**config.mk**
```make
export PLATFORM = sky130hd
export DESIGN_NAME = mem_copy_master
export DESIGN_NICKNAME = d
export VERILOG_FILES = /design/src/rtl/mem_copy_master_pkg.sv /design/src/rtl/mem_copy_master.sv
export SDC_FILE = /design/constraint.sdc
export NUM_CORES = 1
export LEC_CHECK = 0
export ABC_CLOCK_PERIOD_IN_PS = 2200
export BUFFER_PORTS_ARGS = -buffer_cell sky130_fd_sc_hd__buf_2
export CORE_UTILIZATION = 30
export DETAILED_ROUTE_END_ITERATION = 10
export SYNTH_ARGS = -nofsm -noshare
export SYNTH_HDL_FRONTEND = slang
export SYNTH_SLANG_ARGS = --single-unit
```
**constraint.sdc**
```tcl
create_clock -name clk -period 2.2 [get_ports clk]
set_clock_uncertainty 0.15 [all_clocks]
set_input_delay 0.11 -clock clk [delete_from_list [all_inputs] [get_ports clk]]
set_output_delay 0.11 -clock clk [all_outputs]
set_load 0.03 [all_outputs]
```
**src/rtl/mem_copy_master_pkg.sv**
```systemverilog
// Shared types and constants for the word-by-word memory copy master.
package mem_copy_master_pkg;

    typedef enum logic [1:0] {
        IDLE   = 2'd0,
        READ   = 2'd1,
        WRITE  = 2'd2,
        FINISH = 2'd3
    } state_t;

    localparam logic [3:0]  WSTRB_READ = 4'h0;
    localparam logic [3:0]  WSTRB_WORD = 4'hF;
    localparam logic [31:0] WORD_BYTES = 32'd4;

endpackage

```
**src/rtl/mem_copy_master.sv**
```systemverilog
// Copies len_words 32-bit words from src_addr to dst_addr, one read then one write per word.
// Optional bus-wait timeout with sticky error flag: define MEMCPY_TIMEOUT_EN.
//
// state  | meaning
// -------+----------------------------------------------------------
// IDLE   | waiting for start; src/dst/len latched on start
// READ   | bus read from src into the one-word buffer
// WRITE  | bus write of the buffer to dst; advance pointers
// FINISH | one-cycle done pulse, then back to IDLE
module mem_copy_master
    import mem_copy_master_pkg::*;
#(
    parameter int LEN_W          = 16,
    parameter int TIMEOUT_CYCLES = 64
) (
    input  logic             clk,
    input  logic             resetn,
    input  logic             start,
    input  logic [31:0]      src_addr,
    input  logic [31:0]      dst_addr,
    input  logic [LEN_W-1:0] len_words,
    output logic             busy,
    output logic             done,
    output logic             error,
    output logic             mem_valid,
    output logic [31:0]      mem_addr,
    output logic [31:0]      mem_wdata,
    output logic [3:0]       mem_wstrb,
    input  logic             mem_ready,
    input  logic [31:0]      mem_rdata
);

    state_t           r_state;
    state_t           w_state_nxt;
    logic [31:0]      r_src;
    logic [31:0]      r_dst;
    logic [LEN_W-1:0] r_remaining;
    logic             r_mem_valid;
    logic [31:0]      r_mem_addr;
    logic [31:0]      r_mem_wdata;
    logic [3:0]       r_mem_wstrb;
    logic             w_accept;
    logic             w_start_ok;
    logic             w_timeout;
    logic             w_last;
    logic             w_unused_addr;

    assign w_accept      = r_mem_valid && mem_ready;
    assign w_start_ok    = (r_state == IDLE) && start;
    assign w_last        = (r_remaining == LEN_W'(1));
    assign w_unused_addr = ^{src_addr[1:0], dst_addr[1:0]};

    always_ff @(posedge clk or negedge resetn) begin
        if (!resetn) begin
            r_state <= IDLE;
        end else begin
            r_state <= w_state_nxt;
        end
    end

    always_comb begin
        w_state_nxt = r_state;
        case (r_state)
            IDLE: begin
                if (start) begin
                    w_state_nxt = (len_words == '0) ? FINISH : READ;
                end
            end
            READ: begin
                if (w_timeout) begin
                    w_state_nxt = FINISH;
                end else if (w_accept) begin
                    w_state_nxt = WRITE;
                end
            end
            WRITE: begin
                if (w_timeout) begin
                    w_state_nxt = FINISH;
                end else if (w_accept) begin
                    w_state_nxt = w_last ? FINISH : READ;
                end
            end
            FINISH: begin
                w_state_nxt = IDLE;
            end
            default: begin
                w_state_nxt = IDLE;
            end
        endcase
    end

    // Bus outputs are registered; every accept drops mem_valid for one cycle
    // and the request is re-raised from the now-updated address/data.
    always_ff @(posedge clk or negedge resetn) begin
        if (!resetn) begin
            r_src       <= '0;
            r_dst       <= '0;
            r_remaining <= '0;
            r_mem_valid <= 1'b0;
            r_mem_addr  <= '0;
            r_mem_wdata <= '0;
            r_mem_wstrb <= WSTRB_READ;
        end else begin
            case (r_state)
                IDLE: begin
                    if (start) begin
                        r_src       <= {src_addr[31:2], 2'b00};
                        r_dst       <= {dst_addr[31:2], 2'b00};
                        r_remaining <= len_words;
                        if (len_words != '0) begin
                            r_mem_valid <= 1'b1;
                            r_mem_addr  <= {src_addr[31:2], 2'b00};
                            r_mem_wstrb <= WSTRB_READ;
                        end
                    end
                end
                READ: begin
                    if (w_timeout) begin
                        r_mem_valid <= 1'b0;
                    end else if (w_accept) begin
                        r_mem_valid <= 1'b0;
                        r_mem_wdata <= mem_rdata;
                        r_mem_addr  <= r_dst;
                        r_mem_wstrb <= WSTRB_WORD;
                    end else if (!r_mem_valid) begin
                        r_mem_valid <= 1'b1;
                    end
                end
                WRITE: begin
                    if (w_timeout) begin
                        r_mem_valid <= 1'b0;
                    end else if (w_accept) begin
                        r_mem_valid <= 1'b0;
                        r_src       <= r_src + WORD_BYTES;
                        r_dst       <= r_dst + WORD_BYTES;
                        r_remaining <= r_remaining - LEN_W'(1);
                        r_mem_addr  <= r_src + WORD_BYTES;
                        r_mem_wstrb <= WSTRB_READ;
                    end else if (!r_mem_valid) begin
                        r_mem_valid <= 1'b1;
                    end
                end
                default: begin
                    r_mem_valid <= 1'b0;
                end
            endcase
        end
    end

`ifdef MEMCPY_TIMEOUT_EN
    localparam int CNT_W = $clog2(TIMEOUT_CYCLES + 1);
    localparam logic [CNT_W-1:0] CNT_RELOAD = CNT_W'(TIMEOUT_CYCLES - 1);

    logic [CNT_W-1:0] r_wait_cnt;
    logic             r_error;

    // Down-counter holds the stall cycles still allowed; terminal count at zero.
    always_ff @(posedge clk or negedge resetn) begin
        if (!resetn) begin
            r_wait_cnt <= CNT_RELOAD;
            r_error    <= 1'b0;
        end else begin
            if (r_mem_valid && !mem_ready) begin
                if (r_wait_cnt != '0) begin
                    r_wait_cnt <= r_wait_cnt - CNT_W'(1);
                end
            end else begin
                r_wait_cnt <= CNT_RELOAD;
            end
            if (w_start_ok) begin
                r_error <= 1'b0;
            end else if (w_timeout) begin
                r_error <= 1'b1;
            end
        end
    end

    assign w_timeout = r_mem_valid && !mem_ready && (r_wait_cnt == '0);
    assign error     = r_error;
`else
    logic w_unused_cfg;

    assign w_timeout    = 1'b0;
    assign error        = 1'b0;
    assign w_unused_cfg = (TIMEOUT_CYCLES != 0) && w_start_ok;
`endif

    assign busy      = (r_state != IDLE);
    assign done      = (r_state == FINISH);
    assign mem_valid = r_mem_valid;
    assign mem_addr  = r_mem_addr;
    assign mem_wdata = r_mem_wdata;
    assign mem_wstrb = r_mem_wstrb;

endmodule

```
==> results.md, run 1 <==
* Setup TNS at 0 ns
* CP max FO at 3
* Die ar. at roughly 29000 sq um
* Residual DRC at 0
* RSZ-0062 raised after global routing: true
* Worst path arrival time at ~2.3 ns
* Final WL at approximately 30000 um
* N_diodes at 0
* Max incr delay on CP at 0.56 ns
* Routed vias at about 9100
* WL per Instance at 17.7 um
* GRT overflow at 0
* H-tree depth at 4
* Worst hold-check slack at -0.00749 ns
* Power density over cell area at between 1500 and 2000 nW/um^2
* HPWL Detailed at 20700 um
* Worst R2R Setup Slack at about 0.031 ns
* Gpl congestion at between 0.8 and 0.9
* Crit. path cell count at 7
* Nets@finish at about 1400
* Placed cells at between 1500 and 2000
* Worst flop-to-flop path endpoint: r_dst[24]
* Routed Antenna Nets at 0
* Largest net degree at the start of global routing at 60
* Reg clk slew, reported paths at around 0.060 ns
* Async SR Flop Fraction at 1.00
* Hold Crit Depth at 4
* Status: complete, but fails checks
* CTS tree: done
* P&R area growth vs syn at 47.9%
* Leading area contributor after synthesis: dfrtp_1
* Core ar. at 27900 sq um
* Post-synth top flop: dfrtp_1
* Worst r2r src: r_state[1]
* Crit path buffers/inverters at 1
* Yosys reg bits at 143
* Leak pwr at about 0.0055 uW
* Syn Nets at roughly 1100
* Post-Syn Area at 8550 sq um
* Commonest cells after routing, fill and taps aside: buf_2 (181), dfrtp_1 (142), dlygate4sd3_1 (110)
* Switching Power at between 9000 and 10000 uW
* Area contributors post-synth: dfrtp_1 (42%), mux2_2 (4.7%), a21oi_1 (4.6%), nand2_1 (4.1%), nor2_1 (3.0%)
* Cell internal pwr at around 11000 uW
* Die Wd at 171 um
* Clock Sink Count at roughly 140
* Crit path cell chain: inv_2 -> ha_4 -> mux2i_2 -> or2_4 -> or4_4 -> o31ai_4 -> a21oi_1
* Setup-failing EPs final at 0
* Port bufs at 182
* Row Count at 61
* Chip height at about 170 um
* Mapped Avg Cell Area at approximately 8.9 sq um
* Startpoint Class: flip-flop
* Critical Path End Type: flip-flop
* Worst path slowest cell: or4_4
* Req. time, crit path at roughly 2.4 ns
* Clock root cell: clkbuf_16
* Final period utilization at 0.986
* Hold EP: r_src[27]
* Clock power share at 0.144
* EDFF count, synth at 0
* Initial Utilization at 0.306
* Maximum clock frequency at about 460 MHz
* Worst slew pin tran at around 0.58 ns
* Initial antenna violation count at 0
* Max-Slew Margin vs Limit at 0.609
* All-layer global routing usage at 0.202
* Maxcap violations at 0
* PnR Total Power at about 21000 uW
* Sequential share of the synthesized area at 0.419
* Endpoints failing hold at 1
* Longest Clk Path Bufs at 2
* Synth unique cells at 67
* Net Sw Frac at 0.464
* Number of DRC markers in iteration 0 at 668
* Hold Crit Start: src_addr[27]
* Clock buffer count from CTS at 17
* Fillcell total at roughly 2700
* Vias in the first global route at around 8600
* First-pass GRT wire length at around 46000 um
* Commonest non-fill, non-tap cell in the layout: buf_2
* Logic gate share of total power at 0.607
* Final min period at 2.17 ns
* Layout Cells excl Fill at around 1700
* Max Slew Vio Count at 0
* Failing checks: negative hold slack
* Pre-CTS setup slack at -0.115 ns
* Syn. warnings at 0
* Final worst setup slack at between 0.03 and 0.04 ns
* TritonRoute pass-1 iters at 5
* Final Util at 0.453
* Vias per cell at between 5 and 6
* Yosys top cell area share at 0.419
* Worst IR drop on VDD at approximately 0.00058 V
* Share of cells above drive strength 1 at 0.315
* Post-synthesis cell count at 962
* Worst-skew pair later-pin latency at approximately 0.43 ns
* Hold/Removal Path Class: input port to flip-flop
* Delay-heaviest family, CP: simple AND/OR/NAND/NOR gates
* Critical path class: flip-flop to flip-flop
* Depth of the worst register-to-register path at 7
* I/O Pins at 188
* Sequential Power Share at 0.249
## layer usage
metal	vias up	track usage	part of all wire
met5	-	0	0
met4	0	0.0678	0.020
met3	39	0.0282	0.048
met2	298	0.330	0.48
met1	4433	0.272	0.45
li1	4316	-	-
## worst max-delay path by stage
stage / startpoint / end / slack, ns
floorplan: r_state[0] / r_dst[24] / -0.09
global placement: r_state[1] / r_dst[24] / -0.06
detailed placement: r_state[1] / r_dst[24] / -0.11
CTS: r_state[1] / r_dst[27] / -0.02
global route: r_state[1] / r_dst[22] / -0.05
finish: r_state[1] / r_dst[24] / 0.03
## logic make-up after synthesis
group                      Yosys count  synth area share
buffers and inverters              108            0.0527
xor gates and xnor gates            12            0.0123
adders and majority gates            9            0.0132
muxes                               61            0.0767
DFF                                143             0.419
and+or+nand+nor                    338             0.200
other                                1          0.000439
AOI/OAI and AO/OA                  290             0.226
## final cells by class
type	instances	area (sq um)	area share
timing repair buffer	416	3210	0.254
inverter	28	105	0.00831
tap	378	473	0.0374
multi-input combinational	711	4670	0.370
clock inverter	14	159	0.0126
clock buffer	18	439	0.0347
sequential	143	3580	0.283
## what timing repair did
action	CTS	global route
buffers inserted	1	2
pin swaps	1	4
resized for setup	3	27
endpoints found under the hold margin	272	0
setup endpoints to repair	7	70
hold buffers	110	0
cloned	0	4
## stage by stage
stage               hold slack [ns]  instance area [sq um]
floorplan                    -0.336                   8560
global placement            -0.0752                  10700
detailed placement          -0.0692                  10700
CTS                         0.00205                  12400
global route                 0.0509                  12600
finish                     -0.00749                  12600
## cell usage after synthesis (18+ instances only)
cell type,count
a21oi_1,79
and3_1,26
clkbuf_1,44
dfrtp_1,143
inv_1,27
mux2_2,36
mux2i_1,25
nand2_1,93
nand3_1,43
nor2_1,69
nor3_1,18
o21ai_0,43
o22ai_1,40
o31ai_1,18
or3_1,18
## power by group through the flow
| stage | Combinational, uW | Clock, uW | Sequential [uW] |
|---|---|---|---|
| 6_report | 12600 | 2990 | 5170 |
| 4_1_cts | 12000 | 3040 | 5110 |
| 5_1_grt | 13700 | 3140 | 5330 |
| 3_5_place_dp | 11800 | 0 | 5140 |
| 3_3_place_gp | 11600 | 0 | 5100 |
| 2_1_floorplan | 6320 | 0 | 6240 |
## worst register-to-register path: cells and delay by family (launching register included)
family | cells | cell delay (ns)
mux | 1 | 0.15
simple gates | 2 | 0.80
fa+ha+maj | 1 | 0.17
flops | 1 | 0.42
compound gates | 2 | 0.28
buf+inv | 1 | 0.08
## registers in the layout, indices dropped and copies added, names as in the netlist
signal	flops
r_state	2
r_remaining	16
mem_valid	1
mem_addr	31
mem_wstrb	1
r_src	30
r_dst	30
mem_wdata	32
(Power assumes the default switching activity.)
==> run 2: changes to the inputs <==
--- a/config.mk
+++ b/config.mk
@@ -5,7 +5,7 @@
 export SDC_FILE = /design/constraint.sdc
 export NUM_CORES = 1
 export LEC_CHECK = 0
-export ABC_CLOCK_PERIOD_IN_PS = 2200
+export ABC_CLOCK_PERIOD_IN_PS = 2100
 export BUFFER_PORTS_ARGS = -buffer_cell sky130_fd_sc_hd__buf_2
 export CORE_UTILIZATION = 30
 export DETAILED_ROUTE_END_ITERATION = 10
==> constraint.sdc (replaced) <==
create_clock -name clk -period 2.1 [get_ports clk]
set_clock_uncertainty 0.15 [all_clocks]
set_input_delay 0.105 -clock clk [delete_from_list [all_inputs] [get_ports clk]]
set_output_delay 0.105 -clock clk [all_outputs]
set_load 0.03 [all_outputs]
==> run 2 against run 1 <==
The flow finishes with violations (negative setup slack). Worst hold slack improved by 0.031 ns. Worst setup slack lost 0.053 ns. Sequential power increased by 3%. Clock-buffer cell count is 2 higher. First-iteration DRC count increased by 18%. Utilization up 3.0 points. Total power is 15% higher. Sequential share of layout area down 1.7 points. Combinational power increased by 24%.
==> results.md, run 2 (synthesis results as in run 1) <==
* Status: complete, but fails checks
* Failing checks: negative setup slack
* Worst-skew pair later-pin latency at 0.42 ns (about the same)
* Critical path class: flip-flop to flip-flop
* Final min period at 2.12 ns (-0.0467 ns)
* Worst flop-to-flop path endpoint: r_dst[24]
* Clock Sink Count at 143 (unchanged)
* Maximum clock frequency at 471 MHz (+2.2%)
* Leak pwr at 0.00591 uW (+6.4%)
* Residual DRC at 0 (unchanged)
* Startpoint Class: flip-flop
* Reg clk slew, reported paths at 0.06 ns (about the same)
* Final worst setup slack at -0.0219 ns (-0.0533 ns)
* Initial antenna violation count at 0 (unchanged)
* Area after DPL at 10900 sq um (+2.2%)
* Power density over cell area at 1780 nW/um^2 (+8.4%)
* Worst slew pin tran at 0.575 ns (-0.00396 ns)
* Clock buffer count from CTS at 17 (unchanged)
* All-layer global routing usage at 0.207 (+0.00548)
* Commonest cells after routing, fill and taps aside: buf_2 (182), buf_4 (151), dfrtp_1 (142)
* Initial Utilization at 0.306 (unchanged)
* Depth of the worst register-to-register path at 6 (-1)
* CP max FO at 4 (+1)
* H-tree depth at 4 (unchanged)
* Req. time, crit path at 2.25 ns (-0.11 ns)
* Max Slew Vio Count at 0 (unchanged)
* Maxcap violations at 0 (unchanged)
* N_diodes at 0 (unchanged)
* PnR Total Power at 24000 uW (+15%)
* RSZ-0062 raised after global routing: true
* First-pass GRT wire length at 47100 um (+3.0%)
* Worst setup endpoint: r_dst[24]
* Final WL at 32000 um (+5.6%)
* Worst path arrival time at 2.27 ns (-0.06 ns)
* I/O Pins at 188 (unchanged)
* Row Count at 61 (unchanged)
* Chip height at 171 um (unchanged)
* Number of DRC markers in iteration 0 at 786 (+18%)
* Share of cells above drive strength 1 at 0.384 (+0.0689)
* Die Wd at 171 um (unchanged)
* Gpl congestion at 0.844 (+0.32%)
* Worst r2r src: r_state[1]
* CTS tree: done
* Final Cell Area at 13500 sq um (+6.5%)
* GRT overflow at 0 (unchanged)
* Core ar. at 27900 sq um (unchanged)
* Register Area at 3580 sq um (unchanged)
* Setup-failing EPs final at 3 (+3)
* Fillcell total at 2695 (-0.11%)
* Routed Antenna Nets at 0 (unchanged)
* Hold/Removal Path Class: input port to flip-flop
* Final period utilization at 1.01 (+0.0247)
* WL per Instance at 18.1 um (+2.0%)
* Nets@finish at 1504 (+4.3%)
* Clock root cell: clkbuf_16
* Worst R2R Setup Slack at -0.02 ns (-0.05 ns)
* Pre-CTS setup slack at -0.158 ns (-0.0428 ns)
* Max-Slew Margin vs Limit at 0.617 (+0.00769)
* Port bufs at 182 (unchanged)
* Die ar. at 29200 sq um (unchanged)
* TritonRoute pass-1 iters at 5 (unchanged)
* Vias per cell at 5.34 (+0.36%)
* Critical Path End Type: flip-flop
* HPWL Detailed at 21100 um (+1.8%)
* Routed vias at 9444 (+3.9%)
* Commonest non-fill, non-tap cell in the layout: buf_2
* Largest net degree at the start of global routing at 98 (+63%)
* Largest register FFs at 32 (unchanged)
* Longest Clk Path Bufs at 2 (unchanged)
* CP startpoint: r_state[1]
* Multi-input gate area at 5010 sq um (+7.2%)
* Vias in the first global route at 8729 (+1.8%)
* P&R area growth vs syn at 57.6%
* Worst IR drop on VDD at 0.000769 V (+34%)
* Endpoints failing hold at 0 (-1)
run 2: changes by cell type in the layout (fill, tap and decap cells not counted), sizes merged:
cell      previous run  this run
clkbuf              22        26
bufinv               2         1
buf                302       362
clkinv               8         3
clkinvlp             2         7
inv                 30        28
run 2: critical path: stages (launching register included):
cell	delay, ns
dfrtp_2	0.44
ha_4	0.18
a21boi_1	0.14
or2_4	0.27
or4_4	0.52
o31ai_2	0.19
a21oi_1	0.10
run 2: routing by layer:
metal  share of wire  vias to the layer above  track usage
li1                -                     4439            -
met1            0.44                     4646        0.276
met2            0.49                      316        0.349
met3           0.052                       43       0.0303
met4           0.017                        0       0.0544
met5               0                        -            0
run 2: where the power goes:
part	internal, uW	switching (uW)
combinational	6970	8670
sequential	4240	1100
clock	1700	1310
total	12900	11100
run 2: worst min path at each step:
stage / start / endpoint / cells after the start
6_report: mem_ready / mem_valid / 4
5_1_grt: mem_ready / mem_valid / 4
4_1_cts: mem_ready / mem_valid / 4
3_5_place_dp: resetn / mem_addr[6] / 1
3_3_place_gp: resetn / mem_addr[7] / 1
2_1_floorplan: resetn / mem_addr[10] / 0
run 2: what timing repair did:
| item | in CTS | in global routing |
|---|---|---|
| endpoints found under the setup margin | 51 | 79 |
| gates cloned | 1 | 9 |
| hold buffers | 110 | 0 |
| endpoints found under the hold margin | 273 | 0 |
| resized for setup | 26 | 88 |
| setup buffers | 5 | 16 |
| pin swaps | 12 | 31 |
run 2: stage by stage:
step                hold slack (ns)  utilization  cells  TNS, ns
detailed placement          -0.0260        0.390   1597    -1.70
finish                       0.0234        0.482   1769  -0.0526
global route                 0.0583        0.482   1769    -2.60
global placement            -0.0285        0.390   1597    -2.29
floorplan                    -0.341            -    962    -3.59
CTS                          0.0153        0.456   1744  -0.0748
run 2: final cells by class:
class                   instances  area share
multi-input cells             711       0.372
repair buffers                478       0.277
flip-flops and latches        143       0.266
well taps                     378      0.0351
clock buffers                  20      0.0339
clock inverters                11     0.00817
inverters                      28     0.00817
